## src/rtl/satd_pkg.sv

```systemverilog
// Shared types and constants for the SATD control block: FSM state
// enumeration and the set of supported block dimensions.
package satd_pkg;

  typedef enum logic [2:0] {
    S_IDLE = 3'd0,
    S_LOAD = 3'd1,
    S_VERT = 3'd2,
    S_ACC  = 3'd3,
    S_DONE = 3'd4
  } satd_state_e;

  localparam int BLK_LEGAL_N = 3;
  localparam int BLK_LEGAL [BLK_LEGAL_N] = '{4, 8, 16};

  function automatic logic blk_legal(input int b);
    logic ok;
    ok = 1'b0;
    for (int i = 0; i < BLK_LEGAL_N; i++) begin
      if (BLK_LEGAL[i] == b) ok = 1'b1;
    end
    return ok;
  endfunction

endpackage

```

## src/rtl/satd_row_counter.sv

```systemverilog
// Row counter that wraps to zero after reaching a programmable limit.
// last flags the final row so the FSM can leave a phase on that cycle.
module satd_row_counter #(
  parameter int CW = 3
) (
  input  logic          clk,
  input  logic          reset,
  input  logic          clear,
  input  logic          inc,
  input  logic [CW-1:0] limit,
  output logic [CW-1:0] count,
  output logic          last
);

  assign last = (count == limit);

  always_ff @(posedge clk) begin
    if (!reset || clear) begin
      count <= '0;
    end else if (inc) begin
      count <= last ? '0 : count + 1'b1;
    end
  end

endmodule

```

## src/rtl/satd_control_p.sv

```systemverilog
// Control FSM for a SATD engine: sequences row load, vertical transform
// and accumulation phases over an L-row block (L = BLK or BLK/2).
module satd_control_p
  import satd_pkg::*;
#(
  parameter int BLK = 8,
  parameter int CW  = $clog2(BLK)
) (
  input  logic          clk,
  input  logic          reset,
  input  logic          start,
  input  logic          half,
  input  logic          in_valid,
  output logic          ready,
  output logic          diff_en,
  output logic          hor_en,
  output logic          ver_en,
  output logic          acc_en,
  output logic          acc_clr,
  output logic [CW-1:0] row_idx,
  output logic          done,
  output logic [2:0]    dbg_state
);

  // Handshake: start is taken on a rising edge where ready=1 (IDLE or DONE);
  // in LOAD a row is consumed on each rising edge where in_valid=1.

  satd_state_e   state_q, state_d;
  logic [CW-1:0] lim_q;
  logic [CW-1:0] cnt;
  logic          cnt_last;
  logic          cnt_clear;
  logic          cnt_inc;
  logic          accept;

  assign accept = reset && start && (state_q == S_IDLE || state_q == S_DONE);

  always_ff @(posedge clk) begin
    if (!reset) begin
      state_q <= S_IDLE;
      lim_q   <= CW'(BLK - 1);
    end else begin
      state_q <= state_d;
      if (accept) lim_q <= half ? CW'(BLK / 2 - 1) : CW'(BLK - 1);
    end
  end

  always_comb begin
    state_d   = state_q;
    cnt_clear = 1'b0;
    cnt_inc   = 1'b0;
    case (state_q)
      S_IDLE: begin
        if (start) begin
          state_d   = S_LOAD;
          cnt_clear = 1'b1;
        end
      end
      S_LOAD: begin
        if (in_valid) begin
          cnt_inc = 1'b1;
          if (cnt_last) state_d = S_VERT;
        end
      end
      S_VERT: begin
        cnt_inc = 1'b1;
        if (cnt_last) state_d = S_ACC;
      end
      S_ACC: begin
        cnt_inc = 1'b1;
        if (cnt_last) state_d = S_DONE;
      end
      S_DONE: begin
        if (start) begin
          state_d   = S_LOAD;
          cnt_clear = 1'b1;
        end else begin
          state_d = S_IDLE;
        end
      end
      default: state_d = S_IDLE;
    endcase
  end

  satd_row_counter #(.CW(CW)) u_row_counter (
    .clk   (clk),
    .reset (reset),
    .clear (cnt_clear),
    .inc   (cnt_inc),
    .limit (lim_q),
    .count (cnt),
    .last  (cnt_last)
  );

  // Outputs decode registered state; reset gating keeps them quiet while held.
  assign ready     = reset && (state_q == S_IDLE || state_q == S_DONE);
  assign diff_en   = reset && (state_q == S_LOAD) && in_valid;
  assign hor_en    = reset && (state_q == S_LOAD) && in_valid;
  assign ver_en    = reset && (state_q == S_VERT);
  assign acc_en    = reset && (state_q == S_ACC);
  assign acc_clr   = reset && (state_q == S_ACC) && (cnt == '0);
  assign done      = reset && (state_q == S_DONE);
  assign row_idx   = cnt;
  assign dbg_state = state_q;

endmodule

```

## config.mk

```make
export PLATFORM = sky130hd
export DESIGN_NAME = satd_control_p
export DESIGN_NICKNAME = d
export VERILOG_FILES = /design/src/rtl/satd_pkg.sv /design/src/rtl/satd_row_counter.sv /design/src/rtl/satd_control_p.sv
export SDC_FILE = /design/constraint.sdc
export NUM_CORES = 1
export LEC_CHECK = 0
export CAP_MARGIN = 10
export CORE_AREA = 2 2 39 41
export DETAILED_ROUTE_END_ITERATION = 6
export DIE_AREA = 0 0 41 43
export GPL_ROUTABILITY_DRIVEN = 0
export PLACE_DENSITY = 0.72
export SETUP_SLACK_MARGIN = 0.02
export SLEW_MARGIN = 20
export SYNTH_ARGS = -nofsm -noshare
export SYNTH_HDL_FRONTEND = slang
export SYNTH_SLANG_ARGS = --single-unit
```

## constraint.sdc

```tcl
create_clock -name clk -period 1.1 [get_ports clk]
set_input_delay 0.165 -clock clk [delete_from_list [all_inputs] [get_ports clk]]
set_output_delay 0.165 -clock clk [all_outputs]
set_load 0.005 [all_outputs]
```

# Yosys cells after proc, flatten, opt, wreduce, memory -nomap -nowiden
# Index checks and enable logic that the tools add are counted.
# op_classes
n_div	0
mul	0
bitwise_logic	0
add_sub_neg	1
n_lt_le_gt_ge	0
n_eq_ne	10
reduce_logical	17
shift	0
muxes	13
# ops
cell	n
2-to-1 mux 3 bit	7
case mux 3 bit (5 select lines)	1
logical AND 1 bit	9
equality test 3 x 2 -> 1 bit (second input constant)	2
logical NOT 3 bit	2
!= test 2 x 1 -> 1 bit (second input constant)	3
AND reduction 5 bit	1
2-to-1 mux 1 bit	4
!= test 2 bit (second input constant)	2
OR reduction 2 bit	2
adder 3 x 1 -> 3 bit (second input constant)	1
equality test 3 x 1 -> 1 bit (second input constant)	1
equality test 3 bit	1
equality test 3 bit (second input constant)	1
logical OR 1 bit	2
case mux 1 bit (2 select lines)	1
logical NOT 1 bit	1
# totals
mem_count	0
out_inout_bits	13
mem_bits_rw	0
wordCells	44
latch_bits	0
reg_bits	9
rom_bits	0

# Longest topological paths before layout
# logic_depth
word_depth	4
mapped_depth	5
ltp_nobuf	4

# Cells and area by module
# A second synthesis with hierarchy kept.
# unflattened
cells_unflattened	55
hier_area_um2	485.5
# modules_own_cells
module	n_inst	seq_area_each_um2	cells_each	area_each_um2
satd_control_p	1	80.1	34	296.5
satd_row_counter	1	60.1	21	188.9

# Worst setup path before layout
# OpenSTA, ideal clock, no wires.
# synth_path
path_type	reg-to-output
start	register state_q[2], in the netlist dbg_state[2]
end	output acc_clr
arrival_ps	975
path_buffers	0
path_stages_with_launch	4
setup_slack_ps	-40
path_cell_list	dfxtp_1 and2b_1 nand3_1 nor3b_1
# synth_between
elab_chain_cells	3
# synth_lines
element	line	source
start: declaration	satd_control_p.sv:28	satd_state_e state_q, state_d;
start signal: assignment	satd_control_p.sv:43	state_q <= state_d;
equality test 3 x 2 -> 1 bit	satd_control_p.sv:101	assign acc_clr = reset && (state_q == S_ACC) && (cnt == '0);
logical AND 1 bit (2 in a row)	satd_control_p.sv:101	
end: declaration	satd_control_p.sv:19	output logic acc_clr,
# Every way passes these cells.

# Worst setup path after layout
# Ends and elaborated chain as after synthesis.

==> flow_metrics.py <==
metrics = {
    "job": {
        "cap_viol_max_count": 0,
    },
    "sta": {
        "tightest_slew_ps": 254.3,
        "slew_headroom_pct": 83.04,
        "rsz0062_at_grt": "true",
        "final_hold_viol_count": 0,
        "fin_skew_ps": 11.98,
        "setup_ws_ps": -395.5,
        "period_share_pct": 136.0,
        "setup_viol": 15,
        "fmax_mhz": 668.7,
        "slew_violations": 0,
        "post-route-min-period_ps": 1496,
    },
    "setup_path": {
        "worstPathArrival_ps": 1330,
        "rrSetupSlack_ps": -200,
        "r2r_end": "dbg_state[0]$_SDFFE_PN0P_",
        "path_max_fanout": 2,
        "cpMaxStageDelayCell": "dfxtp_2",
        "max_stage_delay_ps": 320,
        "end_kind": "primary output",
        "critPathLaunchType": "flop",
        "crit_required_ps": 940,
        "path_cells": "and2b_2, buf_6, nand3_4, nor3b_2, buf_2",
        "worst-setup-path-type": "reg -> out",
        "reg2regPathDepth": 6,
        "startpoint": "dbg_state[2]$_SDFFE_PN0P_",
        "r2r_start": "dbg_state[0]$_SDFFE_PN0P_",
    },
    "synthesis": {
        "seq_area_frac_synth_pct": 31.91,
        "synthArstFlopShare_pct": 0,
        "synth_fp_nets": 61,
        "synth.avg_cell_area_um2": 8.133,
        "ys_ff_latch": 7,
        "synthFlopType": "dfxtp_1",
        "synth_edf_count": 0,
        "netlist_instances": 54,
        "synthDistinctLibCells": 27,
        "yosysWarnings": 0,
        "syn_area_um2": 439.2,
    },
    "power": {
        "p_seq_share_pct": 22.9,
        "switching_power_uw": 505.1,
        "power_mw": 1.413,
        "vdd_drop_max_mv": 0.7544,
        "combPwrFrac_pct": 58.4,
        "swShare_pct": 35.74,
        "p_per_area_mw_per_mm2": 1387,
        "power_frac_clock_pct": 18.7,
        "p_int_uw": 908.0,
        "power.leakage_nw": 0.4549,
    },
    "final_layout": {
        "drive_gt1_share_pct": 72.00,
        "layout.nets": 108,
        "diodes": 0,
        "seqCellArea_um2": 155.1,
        "area_growth_pct": 131.9,
        "multiInputGateArea_um2": 392.9,
        "n_fill_cell": 95,
        "final_cells": 116,
        "fin_util_pct": 73.60,
    },
    "clock_tree": {
        "clk_pin_slew_worst_paths_ps": 70,
        "numClockSinks": 7,
        "htree_levels": 1,
        "cts_inserted_buffers": 3,
        "clockRootBuffer": "clkbuf_4",
        "clk_path_buf_depth": 2,
        "cts_tree": "built",
        "cts_hold_buf": 0,
        "clock_latency_ps": 280,
    },
    "die": {
        "die-area_mm2": 0.001763,
        "coreArea_mm2": 0.001384,
        "rows": 14,
        "dieHeight_um": 43,
        "io_pins": 18,
        "start_util_pct": 31.74,
        "fp.dieW_um": 41,
    },
    "grt": {
        "grt_pass1_wl_um": 2628,
        "grt_overflow": 0,
        "first_global_vias": 562,
        "grt_usage_pct": 22.19,
        "grt_max_degree": 7,
        "grt_antenna_before_repair": 0,
    },
    "routing": {
        "dr.pass1.iters": 4,
        "wl_met1_um": 683,
        "wl_met2_um": 928,
        "drtIter0Drc": 6,
        "drc": 0,
        "dr.max_layer_used": "met4",
        "post_drt_wl_per_cell_um": 14.83,
        "vias": 568,
        "via_per_inst": 4.897,
        "ant_nets": 0,
        "routed-wl-met3_um": 72,
        "wirelength_um": 1720,
    },
    "hold_path": {
        "hold_path_end": "lim_q[2]$_SDFFE_PN1P_",
        "holdPathStages": 3,
        "hold_class": "in -> reg",
        "min_from": "reset",
    },
    "status": {
        "violations": "setup timing",
        "status": "complete, but fails checks",
    },
    "placement": {
        "port_buffers": 17,
        "dp_hpwl_um": 817.8,
        "placed_cells": 99,
        "place_ws_ps": -709.7,
    },
}
==> sequential cells by signal, summed over array words and instances (netlist names) <==
register / count
u_row_counter.count: 3
lim_q: 1
dbg_state: 3
==> kinds of logic after synthesis <==
| kind of cell | count (synthesis) | synth area share (%) |
|---|---|---|
| compound gates | 14 | 22.51 |
| xor+xnor | 1 | 1.995 |
| simple gates | 22 | 27.07 |
| mux | 1 | 2.279 |
| flops | 7 | 31.91 |
| fa+ha+maj | 2 | 5.697 |
| buf+inv | 7 | 8.548 |
==> power groups by stage <==
stage	clock (mW)	combinational (mW)	sequential (mW)
after floorplan	0	0.234	0.311
after global placement	0	0.426	0.313
after detailed placement	0	0.433	0.315
after CTS	0.257	0.674	0.316
after global routing	0.287	0.872	0.327
final	0.265	0.825	0.324
==> cell type report <==
cell class              count  area share (%)
inverters                   5           1.843
clock buffers               4           2.580
multi-input cells          40           38.57
repair buffers             44           39.80
well taps                  16           1.966
flip-flops and latches      7           15.23
==> stage by stage <==
step           TNS, ps  hold slack (ps)  cell area, um2
2_1_floorplan        0            253.9           447.9
3_3_place_gp     -5565            583.1           724.4
3_5_place_dp     -5727            595.7           724.4
4_1_cts          -2139            378.1           934.6
5_1_grt          -3686            429.4            1018
6_report         -2996            391.4            1018
==> cells in the mapped netlist, drive strengths merged, types with 2 or more instances <==
master  instances  area share [%]
dfxtp           7              32
buf             2             4.3
o21ai           3             3.4
ha              2             5.7
a21oi           5             6.6
inv             5             4.3
nand2           6             5.1
o211ai          2             3.4
nor2            4             4.6
nor2b           2             2.8
nand3           3             3.4
==> routing by layer <==
layer  vias to the layer above  GRT usage, %
met2                        16         34.69
met5                         -             0
met1                       271         27.65
met3                         4         3.665
li1                        277             -
met4                         0         11.33
==> critical path: cells and delay by family, from the launching register on <==
| family | cells | cell delay, ps |
|---|---|---|
| AND/OR/NAND/NOR | 3 | 490 |
| buffers and inverters | 2 | 260 |
| flip-flops | 1 | 320 |
==> worst max-delay path by stage <==
stage | end | slack, ps | cells past startpoint
6_report | acc_clr | -400 | 5
5_1_grt | acc_clr | -430 | 5
4_1_cts | acc_clr | -320 | 5
3_5_place_dp | acc_clr | -710 | 5
3_3_place_gp | acc_clr | -670 | 5
2_1_floorplan | dbg_state[0]$_SDFFE_PN0P_ | 30 | 4
==> cell usage in the layout (no fill, tap or decap), types with 3 or more instances in the layout <==
master	n
buf_2	6
dfxtp_4	3
buf_4	11
inv_1	3
buf_6	20
a21oi_2	3
dfxtp_2	3
clkdlybuf4s50_1	3
nand2_2	3
clkbuf_4	3
==> repair_timing <==
action,4_1_cts,5_1_grt
setup buffers,13,2
hold endpoints to repair,0,0
pin swaps,12,13
setup endpoints to repair,19,18
resized for setup,82,27
(Power assumes the default switching activity.)
